[config.mk]
export PLATFORM = sky130hd
export DESIGN_NAME = can_stuff_tx
export DESIGN_NICKNAME = d
export VERILOG_FILES = /design/src/rtl/can_pkg.sv /design/src/rtl/can_bit_timer.sv /design/src/rtl/can_stuff_tx.sv
export SDC_FILE = /design/constraint.sdc
export NUM_CORES = 1
export LEC_CHECK = 0
export CAP_MARGIN = 20
export CORE_ASPECT_RATIO = 1.75
export CORE_UTILIZATION = 25
export DETAILED_ROUTE_END_ITERATION = 10
export DONT_BUFFER_PORTS = 1
export GPL_ROUTABILITY_DRIVEN = 0
export HOLD_SLACK_MARGIN = 0.02
export PLACE_DENSITY_LB_ADDON = 0.08
export REMOVE_ABC_BUFFERS = 1
export SLEW_MARGIN = 25
export SYNTH_ARGS = -nofsm -noshare
export SYNTH_HDL_FRONTEND = slang
export SYNTH_HIERARCHICAL = 1
export SYNTH_SLANG_ARGS = --single-unit
export TNS_END_PERCENT = 5
[constraint.sdc]
create_clock -name i_Clock -period 4.29 [get_ports i_Clock]
set_clock_uncertainty 0.05 [all_clocks]
set_input_delay 0.429 -clock i_Clock [delete_from_list [all_inputs] [get_ports i_Clock]]
set_output_delay 0.429 -clock i_Clock [all_outputs]
set_load 0.05 [all_outputs]
[src/rtl/can_pkg.sv]
// rtl/can_pkg.sv - shared CAN constants, frame geometry and tx state encoding
package can_pkg;

    localparam logic [2:0] CAN_STUFF_RUN = 3'd5;
    localparam logic       CAN_RECESSIVE = 1'b1;
    localparam logic       CAN_DOMINANT  = 1'b0;

    // Standard data frame, 8 data bytes, SOF through EOF
    localparam int CAN_SOF_BITS    = 1;
    localparam int CAN_ID_BITS     = 11;
    localparam int CAN_CTRL_BITS   = 3;
    localparam int CAN_DLC_BITS    = 4;
    localparam int CAN_DATA_BITS   = 64;
    localparam int CAN_CRC_BITS    = 15;
    localparam int CAN_CRCDEL_BITS = 1;
    localparam int CAN_ACK_BITS    = 2;
    localparam int CAN_EOF_BITS    = 7;
    localparam int CAN_STD_FRAME_BITS = CAN_SOF_BITS + CAN_ID_BITS + CAN_CTRL_BITS + CAN_DLC_BITS
                                      + CAN_DATA_BITS + CAN_CRC_BITS + CAN_CRCDEL_BITS
                                      + CAN_ACK_BITS + CAN_EOF_BITS;

    typedef enum logic [1:0] {
        ST_IDLE  = 2'd0,
        ST_DATA  = 2'd1,
        ST_STUFF = 2'd2,
        ST_DONE  = 2'd3
    } can_tx_state_e;

endpackage

[src/rtl/can_bit_timer.sv]
// rtl/can_bit_timer.sv - nominal bit-time counter with end-of-bit strobe
module can_bit_timer #(
    parameter int CLKS_PER_BIT = 10
) (
    input  logic i_Clock,
    input  logic i_Rst_n,
    input  logic i_Clear,
    input  logic i_Enable,
    output logic o_Bit_End
);
    localparam int CW = (CLKS_PER_BIT > 2) ? $clog2(CLKS_PER_BIT) : 1;
    localparam logic [CW-1:0] LAST_CNT = CW'(CLKS_PER_BIT - 1);

    logic [CW-1:0] clk_cnt_q;

    assign o_Bit_End = i_Enable && !i_Clear && (clk_cnt_q == LAST_CNT);

    always_ff @(posedge i_Clock or negedge i_Rst_n) begin
        if (!i_Rst_n) begin
            clk_cnt_q <= '0;
        end else if (i_Clear) begin
            clk_cnt_q <= '0;
        end else if (i_Enable) begin
            clk_cnt_q <= o_Bit_End ? '0 : clk_cnt_q + CW'(1);
        end
    end

endmodule

[src/rtl/can_stuff_tx.sv]
// rtl/can_stuff_tx.sv - CAN frame serialiser with bit stuffing over the leading stuffed region
module can_stuff_tx
    import can_pkg::*;
#(
    parameter int CLKS_PER_BIT = 10,
    parameter int FRAME_BITS   = CAN_STD_FRAME_BITS
) (
    input  logic                  i_Clock,
    input  logic                  i_Rst_n,
    input  logic                  i_Tx_DV,
    input  logic [FRAME_BITS-1:0] i_Tx_Frame,
    input  logic [6:0]            i_Frame_Len,
    input  logic [6:0]            i_Stuff_Len,
    output logic                  o_Tx_Serial,
    output logic                  o_Tx_Active,
    output logic                  o_Stuff_Bit,
    output logic                  o_Tx_Done
);
    localparam logic [6:0] MAX_LEN = 7'(FRAME_BITS);

    can_tx_state_e         state_q;
    logic [FRAME_BITS-1:0] frame_q;
    logic [6:0]            frame_len_q;
    logic [6:0]            stuff_len_q;
    logic [6:0]            bit_idx_q;
    logic [2:0]            run_cnt_q;
    logic                  last_bit_q;
    logic                  serial_q;
    logic                  active_q;
    logic                  stuff_bit_q;
    logic                  done_q;

    logic       bit_end;
    logic [6:0] frame_len_in;
    logic [6:0] stuff_len_in;
    logic [6:0] next_idx;
    logic       next_bit;
    logic       stuff_now;
    logic       at_last;

    // Length sanitising at latch time: zero means one bit, stuffed region never exceeds the frame
    assign frame_len_in = (i_Frame_Len == 7'd0)   ? 7'd1    :
                          (i_Frame_Len > MAX_LEN) ? MAX_LEN : i_Frame_Len;
    assign stuff_len_in = (i_Stuff_Len > frame_len_in) ? frame_len_in : i_Stuff_Len;

    assign next_idx  = bit_idx_q + 7'd1;
    assign next_bit  = frame_q[next_idx];
    assign at_last   = (bit_idx_q == frame_len_q - 7'd1);
    assign stuff_now = (state_q == ST_DATA) && (bit_idx_q < stuff_len_q)
                       && (run_cnt_q == CAN_STUFF_RUN);

    can_bit_timer #(.CLKS_PER_BIT(CLKS_PER_BIT)) u_bit_timer (
        .i_Clock  (i_Clock),
        .i_Rst_n  (i_Rst_n),
        .i_Clear  ((state_q == ST_IDLE) || (state_q == ST_DONE)),
        .i_Enable ((state_q == ST_DATA) || (state_q == ST_STUFF)),
        .o_Bit_End(bit_end)
    );

    always_ff @(posedge i_Clock or negedge i_Rst_n) begin
        if (!i_Rst_n) begin
            state_q     <= ST_IDLE;
            frame_q     <= '0;
            frame_len_q <= '0;
            stuff_len_q <= '0;
            bit_idx_q   <= '0;
            run_cnt_q   <= '0;
            last_bit_q  <= CAN_DOMINANT;
            serial_q    <= CAN_RECESSIVE;
            active_q    <= 1'b0;
            stuff_bit_q <= 1'b0;
            done_q      <= 1'b0;
        end else begin
            done_q <= 1'b0;
            case (state_q)
                ST_IDLE: begin
                    if (i_Tx_DV) begin
                        state_q     <= ST_DATA;
                        frame_q     <= i_Tx_Frame;
                        frame_len_q <= frame_len_in;
                        stuff_len_q <= stuff_len_in;
                        bit_idx_q   <= '0;
                        run_cnt_q   <= 3'd1;
                        last_bit_q  <= i_Tx_Frame[0];
                        serial_q    <= i_Tx_Frame[0];
                        active_q    <= 1'b1;
                        stuff_bit_q <= 1'b0;
                    end
                end
                ST_DATA, ST_STUFF: begin
                    if (bit_end) begin
                        if (stuff_now) begin
                            state_q     <= ST_STUFF;
                            serial_q    <= ~last_bit_q;
                            last_bit_q  <= ~last_bit_q;
                            run_cnt_q   <= 3'd1;
                            stuff_bit_q <= 1'b1;
                        end else if (at_last) begin
                            state_q     <= ST_DONE;
                            serial_q    <= CAN_RECESSIVE;
                            active_q    <= 1'b0;
                            stuff_bit_q <= 1'b0;
                            done_q      <= 1'b1;
                        end else begin
                            state_q     <= ST_DATA;
                            bit_idx_q   <= next_idx;
                            serial_q    <= next_bit;
                            stuff_bit_q <= 1'b0;
                            // Raw trailing bits leave the run tracker untouched
                            if (next_idx < stuff_len_q) begin
                                if (next_bit == last_bit_q) begin
                                    run_cnt_q <= run_cnt_q + 3'd1;
                                end else begin
                                    run_cnt_q  <= 3'd1;
                                    last_bit_q <= next_bit;
                                end
                            end
                        end
                    end
                end
                ST_DONE: begin
                    state_q <= ST_IDLE;
                end
                default: begin
                    state_q <= ST_IDLE;
                end
            endcase
        end
    end

    assign o_Tx_Serial = serial_q;
    assign o_Tx_Active = active_q;
    assign o_Stuff_Bit = stuff_bit_q;
    assign o_Tx_Done   = done_q;

endmodule

[Word level (Yosys, flattened, before mapping)]
Index checks and enable logic that the tools add are counted.
W data, S select, Z words.
Operators by class
  reductions and logical operators: 19
  bitwise operators: 1
  muxes and demuxes: 49
  order comparisons: 5
  equal/unequal tests: 15
  $add $sub $neg: 4
Operators with widths (number)
  $mux W7: 7
  $mux W1: 21
  $mux W3: 6
  $reduce_and A5 Y1: 3
  $lt A7 B7 Y1: 2
  $pmux W7 S2: 1
  $mux W4: 3
  $ne A3 B3 Y1 const B: 3
  $lt A7 B8 Y1 const B: 1
  $mux W2: 4
  $ne A2 B2 Y1 const B: 4
  $pmux W1 S2: 4
  $add A7 B1 Y7 const B: 1
  $bmux W1 S7: 1
  $eq A7 B7 Y1: 1
  $gt A7 B7 Y1: 1
  $gt A7 B7 Y1 const B: 1
  $logic_not A7 Y1: 1
  $sub A7 B1 Y7 const B: 1
  $pmux W2 S3: 1
  $pmux W3 S2: 1
  $reduce_and A6 Y1: 1
  $add A4 B1 Y4 const B: 1
  $eq A2 B2 Y1 const B: 2
  15 further kinds: 21
Storage, ports and cells
  output and inout bits: 4
  bits in registers: 143

[Logic depth before layout (Yosys ltp)]
Gate-level depths: netlist (run 1).
  depth in word-level cells: 10
  mapped depth: 15

[Hierarchy]
Netlist (run 1), hierarchy kept.
Modules (own cells, without submodules)
  can_stuff_tx: area an instance 7220.7 sq um, instances 1, cells each 554, sequential area each 3479.6 sq um
  can_bit_timer: area an instance 246.5 sq um, instances 1, cells each 25, sequential area each 100.1 sq um

[Least setup slack after synthesis (run 1)]
No wires, ideal clock.
  path type: flip-flop to flip-flop
  start point: reg bit_idx_q[1]
  end point: reg run_cnt_q[0]
  path slack: 1.107 ns
  required time: 4.121 ns
  path buffers: 2
  setup time: 0.119 ns
  stages on the path, launching flop included: 11
  arrival time: 3.014 ns
  path through: dfrtp_1 > ha_1 > buf_2 > clkbuf_1 > mux4_1 > mux4_1 > mux2i_1 > nor2_1 > o32ai_2 > mux2_4 > o21a_1
Between the ends
  longest elaborated chain between the ends: 10
RTL lines
  from (decl): RTL line can_stuff_tx.sv:25  | logic [6:0] bit_idx_q;
  from (signal assigned): RTL line can_stuff_tx.sv:106  | bit_idx_q <= next_idx;
  $add A7 B1 Y7: RTL line can_stuff_tx.sv:46  | assign next_idx = bit_idx_q + 7'd1;
  $bmux W1 S7: RTL line can_stuff_tx.sv:47  | assign next_bit = frame_q[next_idx];
  $mux W1 (implied by the code): RTL line can_stuff_tx.sv:47
  $eq A1 B1 Y1: RTL line can_stuff_tx.sv:111  | if (next_bit == last_bit_q) begin
  $mux W3: RTL line can_stuff_tx.sv:111
  $mux W3: RTL line can_stuff_tx.sv:110  | if (next_idx < stuff_len_q) begin
  $mux W3: RTL line can_stuff_tx.sv:98  | end else if (at_last) begin
  $mux W3: RTL line can_stuff_tx.sv:92  | if (stuff_now) begin
  $mux W3: RTL line can_stuff_tx.sv:91  | if (bit_end) begin
  $pmux W3 S2: RTL line can_stuff_tx.sv:75  | case (state_q)
  to (signal assigned): RTL line can_stuff_tx.sv:112  | run_cnt_q <= run_cnt_q + 3'd1;
  to (decl): RTL line can_stuff_tx.sv:26  | logic [2:0] run_cnt_q;
Parallel ways exist; a longest one is shown, timed or not. The select of a mux whose other input is x is not followed.
A chain may end at the register's enable or synchronous reset.

[Worst setup path in the final report (run 1)]
  start point: reg bit_idx_q[0]
  end point: reg run_cnt_q[0]
The elaborated chain is that of the path after synthesis.

==> summary.md, run 1 <==
| Metric | Value |
|---|---|
| Outcome | completed |
| Post-Syn Area | 0.00747 mm2 |
| Share of the synthesized area in the top cell type | 0.476 |
| Post-DR vias/cell | 4.70 |
| Clk_lat worst skew | 0.44 ns |
| Antenna-violating nets left | 0 |
| Fmax | 295 MHz |
| Peak supply drop | 0.445 mV |
| Worst Min Path Start | i_Tx_Frame[14] |
| Crit Path Max Fanout | 20 |
| Critical setup path kind | reg2reg |
| Total GRT Usage | 0.129 |
| Final min period | 3.39 ns |
| Top-level port count | 129 |
| RR Startpoint | bit_idx_q[0] |
| Pre-antenna DRT Iters | 4 |
| Dpl hpwl | 13,800 um |
| WP data required | 4.57 ns |
| CTS tree | built |
| CTS clk-pin slew, worst paths | 0.06 ns |
| Vias in the first global route | 4,936 |
| WL met3 | 876 um |
| Clock sink count | 143 |
| R2R Path End | run_cnt_q[0] |
| Setup violators final | 0 |
| GRT overflow | 0 |
| Worst Hold Class | in2reg |
| Layout fillers | 2,997 |
| Die Y | 231 um |
| Final Routed Wirelength | 18,700 um |
| DR WL met2 | 10,700 um |
| Die area | 0.0306 mm2 |
| NumNets Final | 735 |
| Width of the die | 133 um |
| IO buf count | 0 |
| Core Area | 0.0294 mm2 |
| Fin Setup TNS | 0 ns |
| Share of cells above drive strength 1 | 0.305 |
| Tcrit/Tclk final | 0.791 |
| Synthesized area per cell | 12.9 um2 |
| Top routing layer in use | met5 |
| Prevailing post-synth register cell | dfrtp_1 |
| Root Buffer | clkbuf_16 |
| Yosys warnings | 6 |
| Critical-path top delay cell | mux4_1 |
| Ant. Diodes | 0 |
| CP arrival | 3.68 ns |
| Count of different cell masters after synthesis | 56 |
| Routed WL per cell | 19.2 um |
| Cells after synthesis | 579 |
| Vias post-DR | 4,594 |
| Fraction of registers with async set/reset | 1.00 |
| Slew headroom | 0.422 |
| Hold_ws | 0.0849 ns |
| Critical path endpoint category | flop |
| Post-Route M1 WL | 6810 um |
| Slew Viols, Final | 0 |
| Area delta synth->final | 14.8% |
| Cts bufs inserted | 17 |
| Synth area leaders | dfrtp_1, mux2_2, mux4_1 |
| Worst Setup Start Kind | flop |
| Post_cts resized | 0 |
| Worst path max stage delay | 0.60 ns |
| R2r worst-path depth | 9 |
| Starting DRC count in detailed routing | 102 |
| Final hold vios | 0 |
| Hold depth | 1 |
| Synth area leader | dfrtp_1 |
| Worst path cell trace | buf_4, buf_4, mux4_1, mux4_1, mux2i_1, nor2_1, o32ai_2, mux2_4, o21a_1 |
| Hold Path End | frame_q[14] |
| # H-tree levels | 4 |
| Max-Cap Viols | 0 |
| Row Count | 83 |
| Initial Utilization | 0.254 |
| Largest net degree at the start of global routing | 144 |
| Number of setup buffers added after CTS | 0 |
| Worst-margin pin slew | 0.867 ns |
| Initial antenna violation count | 2 |
| DRC viols | 0 |
| Sequential fraction of the synthesis area | 0.479 |
| Pleak | 3.60 nW |
| CTS Buffer Depth | 2 |
| Seq cells post-synth | 143 |
| First-pass GRT wire length | 29,200 um |
| Post-synth EDFFs | 0 |
| FF-to-FF setup slack | 0.90 ns |
| Hold Buf Count CTS | 2 |
| RSZ-0062 raised after global routing | false |
| PwrDens | 780 mW/mm2 |
[power breakdown]
part	switching (W)	internal, W	total, W
clock network	0.000606	0.000930	0.00154
logic	0.00120	0.00150	0.00270
registers	0.000449	0.00200	0.00245
total	0.00225	0.00443	0.00668
[cell usage in the layout (no fill, tap or decap), types with 17 or more instances in the layout]
| cell type | Yosys | routed |
|---|---|---|
| a21oi_1 | 18 | 18 |
| clkbuf_16 | 0 | 17 |
| dfrtp_1 | 142 | 141 |
| ha_1 | 27 | 27 |
| inv_1 | 30 | 30 |
| mux2_2 | 110 | 110 |
| nand2_1 | 36 | 35 |
| nor2_1 | 20 | 20 |
| o21ai_0 | 25 | 25 |
[synth_stat cells, types with 3 or more instances]
master and instances:
dfrtp_1 142, mux2_2 110, nand2_1 36, inv_1 30, ha_1 27, o21ai_0 25
clkbuf_1 21, nor2_1 20, a21oi_1 18, mux4_1 16, mux4_2 16, xnor2_1 12
mux2i_1 11, nand3_1 10, a31oi_1 7, a21o_1 6, nand2b_1 5, nor2b_1 5
nor4_1 5, or3_1 4, a211oi_1 3, nor3_1 3, o21a_1 3, o22ai_1 3
[registers in the layout, indices dropped and copies added (netlist names), 2 cells and up]
register,flops
bit_idx_q,7
run_cnt_q,3
state_q,2
stuff_len_q,7
frame_len_q,7
u_bit_timer/clk_cnt_q,4
frame_q,108
[worst max-delay path, delay by kind of cell, from the launching register on]
family | cells | cell delay (ns)
muxes | 4 | 1.67
buffers and inverters | 2 | 0.63
AOI/OAI and AO/OA | 2 | 0.49
DFF | 1 | 0.35
and+or+nand+nor | 1 | 0.07
[area by class of cell]
| type | count | area [um2] | share of cell area |
|---|---|---|---|
| Inverter | 30 | 113 | 0.0131 |
| Clock inverter | 13 | 164 | 0.0191 |
| Multi-Input combinational cell | 377 | 3650 | 0.426 |
| Tap cell | 382 | 478 | 0.0558 |
| Clock buffer | 19 | 443 | 0.0517 |
| Sequential cell | 143 | 3580 | 0.418 |
| Timing Repair Buffer | 14 | 140 | 0.0164 |
[per-stage QoR]
step / worst slack [ns] / std cells / area, um2 / utilization / total power, W
2_1_floorplan: 0.211 / 550 / 7320 / - / 0.00447
3_3_place_gp: 0.899 / 944 / 7920 / 0.269 / 0.00519
3_5_place_dp: 0.828 / 944 / 7930 / 0.270 / 0.00522
4_1_cts: 0.824 / 978 / 8570 / 0.292 / 0.00684
5_1_grt: 0.704 / 978 / 8570 / 0.292 / 0.00717
6_report: 0.896 / 978 / 8570 / 0.292 / 0.00668
[logic make-up (layout without fill, tap and decap cells)]
family / after synthesis / after routing / synth area share
buf+inv: 59 / 76 / 0.0347
mux: 154 / 154 / 0.287
flops: 143 / 143 / 0.479
fa+ha+maj: 27 / 27 / 0.0452
simple gates: 100 / 100 / 0.0660
compound gates: 82 / 82 / 0.0690
xor+xnor: 14 / 14 / 0.0184
[routing by layer]
layer | track usage | vias to the layer above
li1 | - | 2133
met1 | 0.129 | 2332
met2 | 0.247 | 96
met3 | 0.0369 | 29
met4 | 0.0550 | 4
met5 | 0 | -
[worst max-delay path by stage]
stage | startpoint | slack [ns] | depth (start not counted) | endpoint
after floorplan | bit_idx_q[0] | 0.21 | 10 | run_cnt_q[0]
after global placement | bit_idx_q[0] | 0.90 | 9 | run_cnt_q[0]
after detailed placement | bit_idx_q[0] | 0.83 | 9 | run_cnt_q[0]
after CTS | bit_idx_q[0] | 0.82 | 9 | run_cnt_q[0]
after global routing | bit_idx_q[0] | 0.70 | 9 | run_cnt_q[0]
final | bit_idx_q[0] | 0.90 | 9 | run_cnt_q[0]
Power figures use the tool's default switching activity.
==> inputs of run 2 (changes only) <==
ABC_AREA = 1   (was unset)
clock period = 3.55 ns   (was 4.29 ns; I/O delays follow)
==> run 2 against run 1 <==
  * The flow now finishes with violations (negative hold slack)
  * Via count rose by 42%
  * Critical path depth rose by 6
  * Design area rose by 11%
  * Area after synthesis rose by 1.7%
  * Sequential power rose by 11%
  * Sequential cell count did not move
  * Critical path type unchanged
  * Wire length rose by 27%
  * Global-route usage rose by 3.2 points
==> summary.md, run 2 <==
| Metric | Value |
|---|---|
| Outcome | complete, but fails checks (was completed) |
| Failing checks | negative hold slack |
| DRC viols | 0 (unchanged) |
| Starting DRC count in detailed routing | 331 (was 102) |
| Worst Hold Class | in2async (was in2reg) |
| Dpl hpwl | 16,000 um (was 13,800 um) |
| Vias post-DR | 6,531 (was 4,594) |
| Pre-antenna DRT Iters | 6 (was 4) |
| Cells after synthesis | 1,001 (was 579) |
| Worst Setup Start Kind | flop (unchanged) |
| Number of setup buffers added after CTS | 0 (unchanged) |
| Seq cells post-synth | 143 (unchanged) |
| Sequential fraction of the synthesis area | 0.471 (was 0.479) |
| Slew headroom | 0.413 (was 0.422) |
| Total GRT Usage | 0.162 (was 0.129) |
| Pre-CTS setup slack | 0.524 ns (was 0.828 ns) |
| GRT overflow | 0 (unchanged) |
| Initial antenna violation count | 0 (was 2) |
| Simple-gate area share of the yosys netlist | 0.266 (was 0.0660) |
| FF-to-FF setup slack | 0.55 ns (was 0.90 ns) |
| Top Usage Layer GRT | met2 (unchanged) |
| Critical path endpoint category | flop (unchanged) |
| Die Y | 233 um (was 231 um) |
| Clock sink count | 143 (unchanged) |
| RR Startpoint | bit_idx_q[1] (was bit_idx_q[0]) |
| Met2 usage | 0.298 (was 0.247) |
| Post-synthesis mux area share | 0 (was 0.287) |
| Post-synth EDFFs | 0 (unchanged) |
| PwrDens | 836 mW/mm2 (was 780 mW/mm2) |
| Most instantiated library cell after synthesis | nand2_1 (was dfrtp_1) |
| Width of the die | 134 um (was 133 um) |
| Crit Path Max Fanout | 5 (was 20) |
| Final hold vios | 143 (was 0) |
| Count of different cell masters after synthesis | 32 (was 56) |
| GRT met1 Usage | 0.184 (was 0.129) |
| Commonest non-fill, non-tap cell in the layout | nand2_1 (was dfrtp_1) |
| Max-Cap Viols | 0 (unchanged) |
| Main combinational cell family by area after synthesis | simple AND/OR/NAND/NOR gates (was multiplexers) |
| Cts bufs inserted | 17 (unchanged) |
| Post-synthesis adder-cell area fraction | 0.0445 (was 0.0452) |
| Core Area | 0.0300 mm2 (was 0.0294 mm2) |
| Hold_ws | -0.430 ns (was 0.0849 ns) |
| IO buf count | 0 (unchanged) |
| Share of cells above drive strength 1 | 0.0532 (was 0.305) |
| Initial Utilization | 0.253 (was 0.254) |
| Vias in the first global route | 7,003 (was 4,936) |
| WP data required | 3.86 ns (was 4.57 ns) |
| Post-Syn Area | 0.00759 mm2 (was 0.00747 mm2) |
| Critical setup path kind | reg2reg (unchanged) |
| Setup violators final | 0 (unchanged) |
| Tcrit/Tclk final | 0.844 (was 0.791) |
| Slew Viols, Final | 0 (unchanged) |
| Post-DR vias/cell | 4.42 (was 4.70) |
| Final min period | 3.00 ns (was 3.39 ns) |
| Synthesized area per cell | 7.58 um2 (was 12.9 um2) |
| First-pass GRT wire length | 37,700 um (was 29,200 um) |
| Max FFs per register | 108 (unchanged) |
| Ant. Diodes | 0 (unchanged) |
| Yosys warnings | 6 (unchanged) |
| Worst-margin pin slew | 0.880 ns (was 0.867 ns) |
| R2R Path End | run_cnt_q[1] (was run_cnt_q[0]) |
| XOR/XNOR share of the synthesized area | 0.0232 (was 0.0184) |
| CTS clk-pin slew, worst paths | 0.06 ns (about the same) |
| Top-level port count | 129 (unchanged) |
| Antenna-violating nets left | 0 (unchanged) |
| Commonest non-fill, non-tap cells in the layout | nand2_1, dfrtp_1, o21ai_0 (was dfrtp_1, mux2_2, nand2_1) |
| NumNets Final | 1,231 (was 735) |
| Clk_lat worst skew | 0.43 ns (was 0.44 ns) |
| Final Routed Wirelength | 23,900 um (was 18,700 um) |
| Fmax | 334 MHz (was 295 MHz) |
| Worst Slack Setup Final | 0.553 ns (was 0.896 ns) |
| Fraction of registers with async set/reset | 1.00 (unchanged) |
| Hold Buf Count CTS | 96 (was 2) |
| Biggest register | frame_q (unchanged) |
| Post_cts resized | 0 (unchanged) |
| Pleak | 4.61 nW (was 3.60 nW) |
| RSZ-0062 raised after global routing | false (unchanged) |
| Post-synth top cells | nand2_1, dfrtp_1, o21ai_0 (was dfrtp_1, mux2_2, nand2_1) |
| Share of the synthesized area in the top cell type | 0.468 (was 0.476) |
| Row Count | 84 (was 83) |
| # H-tree levels | 4 (unchanged) |
| Synth area leader | dfrtp_1 (unchanged) |
| Largest net degree at the start of global routing | 144 (unchanged) |
| Area delta synth->final | 25.7% (was 14.8%) |
| Compound-cell area share of the yosys netlist | 0.111 (was 0.0690) |
| Synth area leaders | dfrtp_1, nand2_1, o21ai_0 (was dfrtp_1, mux2_2, mux4_1) |
| Peak supply drop | 0.572 mV (was 0.445 mV) |
| CP arrival | 3.30 ns (was 3.68 ns) |
| CTS Buffer Depth | 2 (unchanged) |
| CTS tree | built (unchanged) |
| Die area | 0.0311 mm2 (was 0.0306 mm2) |
| R2r worst-path depth | 15 (was 9) |
| Met3 Usage GRT | 0.0331 (was 0.0369) |
| Root Buffer | clkbuf_16 (unchanged) |
| Prevailing post-synth register cell | dfrtp_1 (unchanged) |
| Routed WL per cell | 16.2 um (was 19.2 um) |
run 2: cell types whose count changed after synthesis, moves of 10 or more:
cell / before / now
mux4_1: 16 / 0
o21ai_0: 25 / 112
mux2_2: 110 / 0
nand3_1: 10 / 92
buf_2: 2 / 15
inv_1: 30 / 107
a21oi_1: 18 / 28
mux4_2: 16 / 0
mux2i_1: 11 / 0
nor2_1: 20 / 59
nand2_1: 36 / 328
run 2: where the power goes:
part           internal (W)  leakage, nW  total [W]  switching (W)
Clock               0.00117        0.297    0.00187       0.000698
Sequential          0.00236         1.77    0.00272       0.000357
Combinational       0.00117         2.54    0.00339        0.00221
Total               0.00471         4.61    0.00797        0.00327
run 2: critical path, cell delays in order (launching register included):
cell	delay (ns)
dfrtp_1	0.45
ha_1	0.32
nand3_1	0.16
nor2_1	0.13
nand2_1	0.08
xor2_1	0.26
inv_1	0.11
ha_1	0.30
a21oi_1	0.13
o21ai_0	0.09
a41oi_1	0.15
o21ai_0	0.11
nand2_1	0.07
nand2_1	0.09
or2_2	0.29
o21ai_1	0.14
run 2: layout make-up:
cell class	instances	area, um2
Inverter	110	415
Sequential cell	143	3580
Timing Repair Buffer	109	1080
Tap cell	387	484
Multi-Input combinational cell	698	3380
Fill cell	3332	20400
Clock buffer	25	495
Clock inverter	6	105
run 2: worst max path at each step:
stage / start / endpoint / slack [ns] / cells past startpoint
2_1_floorplan: state_q[0] / stuff_len_q[1] / -1.28 / 7
3_3_place_gp: bit_idx_q[1] / run_cnt_q[0] / 0.56 / 17
3_5_place_dp: bit_idx_q[1] / run_cnt_q[1] / 0.52 / 15
4_1_cts: bit_idx_q[1] / run_cnt_q[1] / 0.50 / 15
5_1_grt: state_q[0] / bit_idx_q[6] / 0.16 / 12
6_report: bit_idx_q[1] / run_cnt_q[1] / 0.55 / 15
run 2: cell families (layout without fill, tap and decap cells):
| family | after synthesis | after routing |
|---|---|---|
| fa+ha+maj | 27 | 27 |
| simple gates | 495 | 495 |
| buf+inv | 160 | 250 |
| flops | 143 | 143 |
| xor+xnor | 16 | 16 |
| compound gates | 160 | 160 |
run 2: layer usage:
layer,vias up,part of all wire
met1,3091,0.43
met2,89,0.53
met4,0,0.013
met5,-,0
met3,15,0.031
li1,3336,-
run 2: metrics by stage:
step                      total power (W)  setup TNS (ns)  cells  instance area [um2]   util
after floorplan                   0.00505         -106.84    951                 7370      -
after CTS                         0.00819               0   1478                 9540  0.319
after detailed placement          0.00616               0   1351                 7980  0.266
after global placement            0.00614               0   1351                 7980  0.266
after global routing              0.00877               0   1478                 9540  0.319
final                             0.00797               0   1478                 9540  0.319
